`src/rtl/multicycle_ctrl_pkg.sv`:
```
// Shared encodings for the multicycle RISC-V control unit:
// state codes, opcodes, datapath select values and the opcode class bundle.
package multicycle_ctrl_pkg;

    typedef enum logic [2:0] {
        S_FETCH  = 3'd0,
        S_DECODE = 3'd1,
        S_EXEC   = 3'd2,
        S_MEM    = 3'd3,
        S_WB     = 3'd4,
        S_TRAP   = 3'd5
    } state_t;

    localparam logic [6:0] OP_R     = 7'b0110011;
    localparam logic [6:0] OP_I     = 7'b0010011;
    localparam logic [6:0] OP_LW    = 7'b0000011;
    localparam logic [6:0] OP_SW    = 7'b0100011;
    localparam logic [6:0] OP_BR    = 7'b1100011;
    localparam logic [6:0] OP_JAL   = 7'b1101111;
    localparam logic [6:0] OP_JALR  = 7'b1100111;
    localparam logic [6:0] OP_AUIPC = 7'b0010111;
    localparam logic [6:0] OP_LUI   = 7'b0110111;

    localparam logic [1:0] SRC_A_PC    = 2'b00;
    localparam logic [1:0] SRC_A_OLDPC = 2'b01;
    localparam logic [1:0] SRC_A_RS1   = 2'b10;
    localparam logic [1:0] SRC_A_ZERO  = 2'b11;

    localparam logic [1:0] SRC_B_RS2  = 2'b00;
    localparam logic [1:0] SRC_B_IMM  = 2'b01;
    localparam logic [1:0] SRC_B_FOUR = 2'b10;

    localparam logic [1:0] ALU_ADD    = 2'b00;
    localparam logic [1:0] ALU_BRANCH = 2'b01;
    localparam logic [1:0] ALU_FUNCT  = 2'b10;

    localparam logic [1:0] WB_ALUOUT = 2'b00;
    localparam logic [1:0] WB_MDR    = 2'b01;
    localparam logic [1:0] WB_PC     = 2'b10;

    localparam logic PC_SRC_ALU    = 1'b0;
    localparam logic PC_SRC_ALUOUT = 1'b1;

    typedef struct packed {
        logic r;
        logic i;
        logic lw;
        logic sw;
        logic br;
        logic jal;
        logic jalr;
        logic auipc;
        logic lui;
    } op_class_t;

endpackage

```
`src/rtl/multicycle_ctrl_opcode_class.sv`:
```
// Maps a 7-bit opcode onto a one-hot instruction class and a legal flag.
module opcode_class
    import multicycle_ctrl_pkg::*;
(
    input  logic [6:0] opcode,
    output op_class_t  cls,
    output logic       legal
);

    always_comb begin
        cls = '0;
        case (opcode)
            OP_R:     cls.r     = 1'b1;
            OP_I:     cls.i     = 1'b1;
            OP_LW:    cls.lw    = 1'b1;
            OP_SW:    cls.sw    = 1'b1;
            OP_BR:    cls.br    = 1'b1;
            OP_JAL:   cls.jal   = 1'b1;
            OP_JALR:  cls.jalr  = 1'b1;
            OP_AUIPC: cls.auipc = 1'b1;
            OP_LUI:   cls.lui   = 1'b1;
            default:  cls = '0;
        endcase
    end

    assign legal = |cls;

endmodule

```
`src/rtl/multicycle_ctrl.sv`:
```
// Multicycle RISC-V control FSM: FETCH/DECODE/EXEC/MEM/WB with a sticky TRAP.
// All outputs are decoded combinationally from state, opcode and handshakes.
module multicycle_ctrl
    import multicycle_ctrl_pkg::*;
(
    input  logic       clk,
    input  logic       reset,
    input  logic [6:0] opcode,
    input  logic       branch_taken,
    input  logic       mem_ready,
    output logic       mem_req,
    output logic       mem_we,
    output logic       mem_is_data,
    output logic       ir_write,
    output logic       pc_write,
    output logic       reg_write,
    output logic [1:0] alu_src_a,
    output logic [1:0] alu_src_b,
    output logic [1:0] alu_op,
    output logic [1:0] wb_sel,
    output logic       pc_src,
    output logic       instr_retired,
    output logic       illegal,
    output logic [2:0] state
);

    state_t    cur;
    state_t    nxt;
    op_class_t cls;
    logic      legal;

    opcode_class u_class (
        .opcode (opcode),
        .cls    (cls),
        .legal  (legal)
    );

    always_ff @(posedge clk) begin
        if (reset) cur <= S_FETCH;
        else       cur <= nxt;
    end

    assign state = cur;

    always_comb begin
        nxt           = S_FETCH;
        mem_req       = 1'b0;
        mem_we        = 1'b0;
        mem_is_data   = 1'b0;
        ir_write      = 1'b0;
        pc_write      = 1'b0;
        reg_write     = 1'b0;
        alu_src_a     = SRC_A_PC;
        alu_src_b     = SRC_B_RS2;
        alu_op        = ALU_ADD;
        wb_sel        = WB_ALUOUT;
        pc_src        = PC_SRC_ALU;
        instr_retired = 1'b0;
        illegal       = 1'b0;
        // Reset keeps every output at its idle default for the whole cycle.
        if (!reset) begin
            case (cur)
                S_FETCH: begin
                    mem_req   = 1'b1;
                    alu_src_a = SRC_A_PC;
                    alu_src_b = SRC_B_FOUR;
                    nxt       = S_FETCH;
                    if (mem_ready) begin
                        ir_write = 1'b1;
                        pc_write = 1'b1;
                        nxt      = S_DECODE;
                    end
                end
                S_DECODE: begin
                    alu_src_a = SRC_A_OLDPC;
                    alu_src_b = SRC_B_IMM;
                    nxt       = legal ? S_EXEC : S_TRAP;
                end
                S_EXEC: begin
                    nxt = S_WB;
                    unique case (1'b1)
                        cls.r: begin
                            alu_src_a = SRC_A_RS1;
                            alu_op    = ALU_FUNCT;
                        end
                        cls.i: begin
                            alu_src_a = SRC_A_RS1;
                            alu_src_b = SRC_B_IMM;
                            alu_op    = ALU_FUNCT;
                        end
                        cls.lw, cls.sw: begin
                            alu_src_a = SRC_A_RS1;
                            alu_src_b = SRC_B_IMM;
                            nxt       = S_MEM;
                        end
                        cls.br: begin
                            alu_src_a     = SRC_A_RS1;
                            alu_op        = ALU_BRANCH;
                            pc_write      = branch_taken;
                            pc_src        = branch_taken;
                            instr_retired = 1'b1;
                            nxt           = S_FETCH;
                        end
                        cls.jal, cls.auipc: begin
                            alu_src_a = SRC_A_OLDPC;
                            alu_src_b = SRC_B_IMM;
                        end
                        cls.jalr: begin
                            alu_src_a = SRC_A_RS1;
                            alu_src_b = SRC_B_IMM;
                        end
                        cls.lui: begin
                            alu_src_a = SRC_A_ZERO;
                            alu_src_b = SRC_B_IMM;
                        end
                        default: nxt = S_FETCH;
                    endcase
                end
                S_MEM: begin
                    mem_req     = 1'b1;
                    mem_is_data = 1'b1;
                    mem_we      = cls.sw;
                    nxt         = S_MEM;
                    if (mem_ready) begin
                        nxt           = cls.lw ? S_WB : S_FETCH;
                        instr_retired = !cls.lw;
                    end
                end
                S_WB: begin
                    reg_write     = 1'b1;
                    instr_retired = 1'b1;
                    if (cls.lw) begin
                        wb_sel = WB_MDR;
                    end else if (cls.jal || cls.jalr) begin
                        wb_sel   = WB_PC;
                        pc_write = 1'b1;
                        pc_src   = PC_SRC_ALUOUT;
                    end
                    nxt = S_FETCH;
                end
                S_TRAP: begin
                    illegal = 1'b1;
                    nxt     = S_TRAP;
                end
                default: nxt = S_FETCH;
            endcase
        end
    end

endmodule

```
`config.mk`:
```
export PLATFORM = sky130hd
export DESIGN_NAME = multicycle_ctrl
export DESIGN_NICKNAME = d
export VERILOG_FILES = /design/src/rtl/multicycle_ctrl_pkg.sv /design/src/rtl/multicycle_ctrl_opcode_class.sv /design/src/rtl/multicycle_ctrl.sv
export SDC_FILE = /design/constraint.sdc
export NUM_CORES = 1
export LEC_CHECK = 0
export CAP_MARGIN = 5
export CORE_AREA = 2 2 42 44
export DETAILED_ROUTE_END_ITERATION = 6
export DIE_AREA = 0 0 44 46
export MAX_ROUTING_LAYER = met4
export PLACE_DENSITY_LB_ADDON = 0.08
export SYNTH_ARGS = -nofsm -noshare
export SYNTH_HDL_FRONTEND = slang
export SYNTH_SLANG_ARGS = --single-unit
```
`constraint.sdc`:
```
create_clock -name clk -period 2.85 [get_ports clk]
set_clock_uncertainty 0.05 [all_clocks]
set_input_delay 0.285 -clock clk [delete_from_list [all_inputs] [get_ports clk]]
set_output_delay 0.285 -clock clk [all_outputs]
set_load 0.01 [all_outputs]
```
After elaboration in Yosys (flattened, before gate mapping)
Index checks and enable logic that the tools add are counted.
{"block": "op_classes", "muxes": 52, "eq_ne": 14, "reduce_logical": 11}
{"operator": "$mux 1", "count": 32}
{"operator": "$eq 7x6->1 const B", "count": 3}
{"operator": "$eq 7x7->1 const B", "count": 3}
{"operator": "$mux 2", "count": 8}
{"operator": "$pmux 3 s5", "count": 1}
{"operator": "$eq 7x5->1 const B", "count": 2}
{"operator": "$pmux 2 s3", "count": 2}
{"operator": "$reduce_or 6->1", "count": 2}
{"operator": "$mux 3", "count": 3}
{"operator": "$reduce_or 9->1", "count": 1}
{"operator": "$pmux 2 s2", "count": 2}
{"operator": "$reduce_or 2->1", "count": 4}
{"operator": "$eq 7x2->1 const B", "count": 1}
{"operator": "$reduce_or 7->1", "count": 1}
{"operator": "$eq 3x2->1 const B", "count": 2}
{"operator": "$eq 3x3->1 const B", "count": 2}
{"operator": "$pmux 1 s3", "count": 2}
{"operator": "$pmux 3 s2", "count": 1}
{"operator": "$eq 3x1->1 const B", "count": 1}
{"operator": "$logic_not 3->1", "count": 1}
{"operator": "$pmux 1 s2", "count": 1}
{"operator": "$logic_not 1->1", "count": 1}
{"operator": "$logic_or 1x1->1", "count": 1}
{"block": "totals", "elab_cells": 78, "output_inout_bits": 20, "reg_bits": 3, "in_bits": 11}

Logic depth before layout (Yosys ltp)
{"block": "logic_depth", "depth_word": 7, "depth_mapped": 6, "ltp_nobuf": 4}

Modules after synthesis
A second synthesis with hierarchy kept.
{"block": "unflattened", "hier_cells": 87, "hier_area_um2": 598.1}
{"mod": "multicycle_ctrl", "seq_area_each_um2": 60.1, "cells_each": 64, "area_each_um2": 459.2, "n_inst": 1}
{"mod": "opcode_class", "seq_area_each_um2": 0.0, "cells_each": 23, "area_each_um2": 138.9, "n_inst": 1}

Worst setup path before layout
No wires, ideal clock.
{"block": "synth_timing", "kind": "in2out", "from": "input opcode[4]", "to": "output alu_src_a[0]", "t_arrival_ns": 1.337, "setup_slack_ns": 1.178, "path_stages": 6, "n_path_buf": 2, "required_time_ns": 2.515, "cell_sequence": "buf_6 > and3b_1 > buf_6 > a21oi_2 > or3_1 > a21oi_1"}
{"block": "synth_between", "elab_chain_len": 6, "elab_cells_between_ends": 23, "cone_classes": "9 x eq/ne; 12 x mux; 2 x reduce/logical"}
{"item": "start: declaration", "line": "multicycle_ctrl.sv:8", "rtl": "input logic [6:0] opcode,"}
{"item": "$eq 7x7->1, or another cell as far along", "line": "multicycle_ctrl_opcode_class.sv:12", "rtl": "case (opcode)"}
{"item": "$mux 1", "line": "multicycle_ctrl_opcode_class.sv:12"}
{"item": "$reduce_or 6->1 (no source line) or $reduce_or 2->1 (tied branches)"}
{"item": "$pmux 2 s3 (*)", "line": "multicycle_ctrl.sv:81", "rtl": "unique case (1'b1)"}
{"item": "$pmux 2 s2 (*)", "line": "multicycle_ctrl.sv:62", "rtl": "case (cur)"}
{"item": "$mux 2 (*)", "line": "multicycle_ctrl.sv:61", "rtl": "if (!reset) begin"}
{"item": "end: declaration", "line": "multicycle_ctrl.sv:17", "rtl": "output logic [1:0] alu_src_a,"}
Mark *: on every way between the ends. The rest lies on a longest branch, timed or not.

Worst setup path after layout
{"block": "layout_timing", "from": "input opcode[6]", "to": "output alu_src_a[0]"}
Same word-level chain as after synthesis.

==> run metrics <==
outcome=finished clean; # DRC=0; Die W=44 µm; Top FF cell, synth=dfxtp_1; worst path arrival time=2.31 ns; top-area cell type share of the netlist area=0.1013; instance count of the mapped netlist=80; Synth Area per Inst=7.413 µm²; clock sinks=3; Yosys Warn Count=0; drt wl/cell=13.15 µm; Row Count=15; mapped cell area=593.1 µm²; Final Slew Violations=0; GPL Wtd Cong=0.8570; Port-buffer cells=30; Die H=46 µm; maximum clock path buffer count=2; Gates resized, CTS repair=0; Commonest cells post-synth=nor2_1, a21oi_1, nand2_1, nand3_1, buf_6; WL final=1709 µm; Syn Nets=91; fillcell total=160; first-pass GRT wire length=2808 µm; initial drt markers=18; crit share post-route=0.9272; Initial Utilization=0.3674; Max VDD drop=264.2 µV; MaxCap Viol Count=0; Fin. Hold Viols=0; dpl cell area=895.9 µm²; largest net degree at the start of global routing=15; largest area contributor in the netlist=dfxtp_1; ant diodes=0; DRT Pass-1 Iters=4; vias=715; top cells by area, synth=dfxtp_1, buf_6, nor3b_2; Worst slew margin=0.7085; H-tree depth=1; f_max=378.4 MHz; Leak=0.0003598 µW; design area=922.1 µm²; initial antenna violation count=0; drt via density=5.500; Total GRT Usage=0.1868; max FFs per register=3; Layout Nets=125; Setup-failing EPs final=0; Tightest Pin Transition=0.4367 ns; kind of critical path=in2out; Register Area=60.06 µm²; CTS tree=built; Unique masters post-synth=41; # IOs=31; clk root buf=clkbuf_4; Critical Path RT=2.52 ns; sequential share of the synthesized area=0.1013; Seq cells post-synth=3; postcts setup bufs=0; area of the core=0.001614 mm²; P&R area growth vs syn=55.49%; hold crit path type=reg2reg; Worst Setup Start Kind=primary input; Multi-input gate area=473.0 µm²; unrepaired setup endpoints after global routing=no; most frequent cell after synthesis=nor2_1; total negative slack=0 ns; CTS clock-pin slew for the worst setup and hold paths=0.04 ns; CTS Hold Bufs=0; minimum clock period=2.642 ns; P per Cell Area=249.3 mW/mm²; Worst-Skew Late Latency=0.23 ns; total gr overflow=0; vias in the first global route=641; CTS Buf Count=3; ANT nets after route=0; die area=0.002024 mm²; share of layout cells above drive strength 1=0.1416; DP HPWL=1362 µm; Max FO, Critical Path=6; Setup crit end kind=primary output; number of flops mapped to enable cells by yosys=0; asr flop ratio synth=0
[cell families (layout without fill, tap and decap cells)]
group           after synthesis  in the layout  synth area share
buf+inv                       8             41            0.1013
flops                         3              3            0.1013
xor+xnor                      1              1           0.01477
compound gates               22             22            0.2616
simple gates                 46             46            0.5211
[worst paths after layout]
kind	from	endpoint	slack, ns	cells after the start
worst min register to register	state[1]	state[0]	0.73	2
worst min-delay path	state[1]	state[0]	0.73	2
worst max register to register	state[1]	state[2]	1.36	4
worst max-delay path	opcode[6]	alu_src_a[0]	0.21	6
[metrics by stage]
stage	hold WS [ns]	util	instances	worst slack [ns]	power [µW]
after floorplan	0.3293	-	80	1.178	106.9
after global placement	0.7294	0.5550	126	0.2388	156.5
after global routing	0.7693	0.5713	130	0.08372	251.3
after CTS	0.7242	0.5713	130	0.2076	233.4
after detailed placement	0.7263	0.5550	126	0.2207	157.1
final	0.7256	0.5713	130	0.2076	229.9
[worst max-delay path, cell delays in order]
cell and delay (ns):
clkdlybuf4s50_1 0.55, and3b_1 0.34, a21oi_2 0.08, or3_1 0.35
a21oi_1 0.14, clkdlybuf4s50_1 0.55
[layer usage]
metal,track usage,share of wire
met1,0.2559,0.49
met2,0.2853,0.46
met3,0.01984,0.049
met4,0.06061,0.0088
met5,-,0
[placed cells by master, fill, tap and decap left out, drive strengths merged, types with 2 or more instances in the layout]
master         instances
o22ai                  2
nand3                  5
nand3b                 3
or2                    2
nand2b                 3
clkbuf                 4
and3b                  3
inv                    3
and3                   2
a211o                  3
clkdlybuf4s50         30
dfxtp                  3
nor4                   2
nor3b                  5
o21ai                  3
nand2                  5
nor3                   2
nor2                   6
buf                    4
a21oi                  7
[power breakdown]
| part | switching [µW] | total, µW | internal [µW] | leakage, µW |
|---|---|---|---|---|
| clock network | 20.9 | 73.2 | 52.4 | 0.0000150 |
| logic | 45.4 | 101 | 55.3 | 0.000320 |
| registers | 10.4 | 56.0 | 45.6 | 0.0000247 |
[layout make-up]
class | instances | share of cell area
clock buffers | 4 | 0.02849
inverters | 3 | 0.01221
multi-input cells | 69 | 0.5129
flip-flops and latches | 3 | 0.06513
well taps | 17 | 0.02307
repair buffers | 34 | 0.3582
No activity file was read; power rests on OpenSTA's default activity.
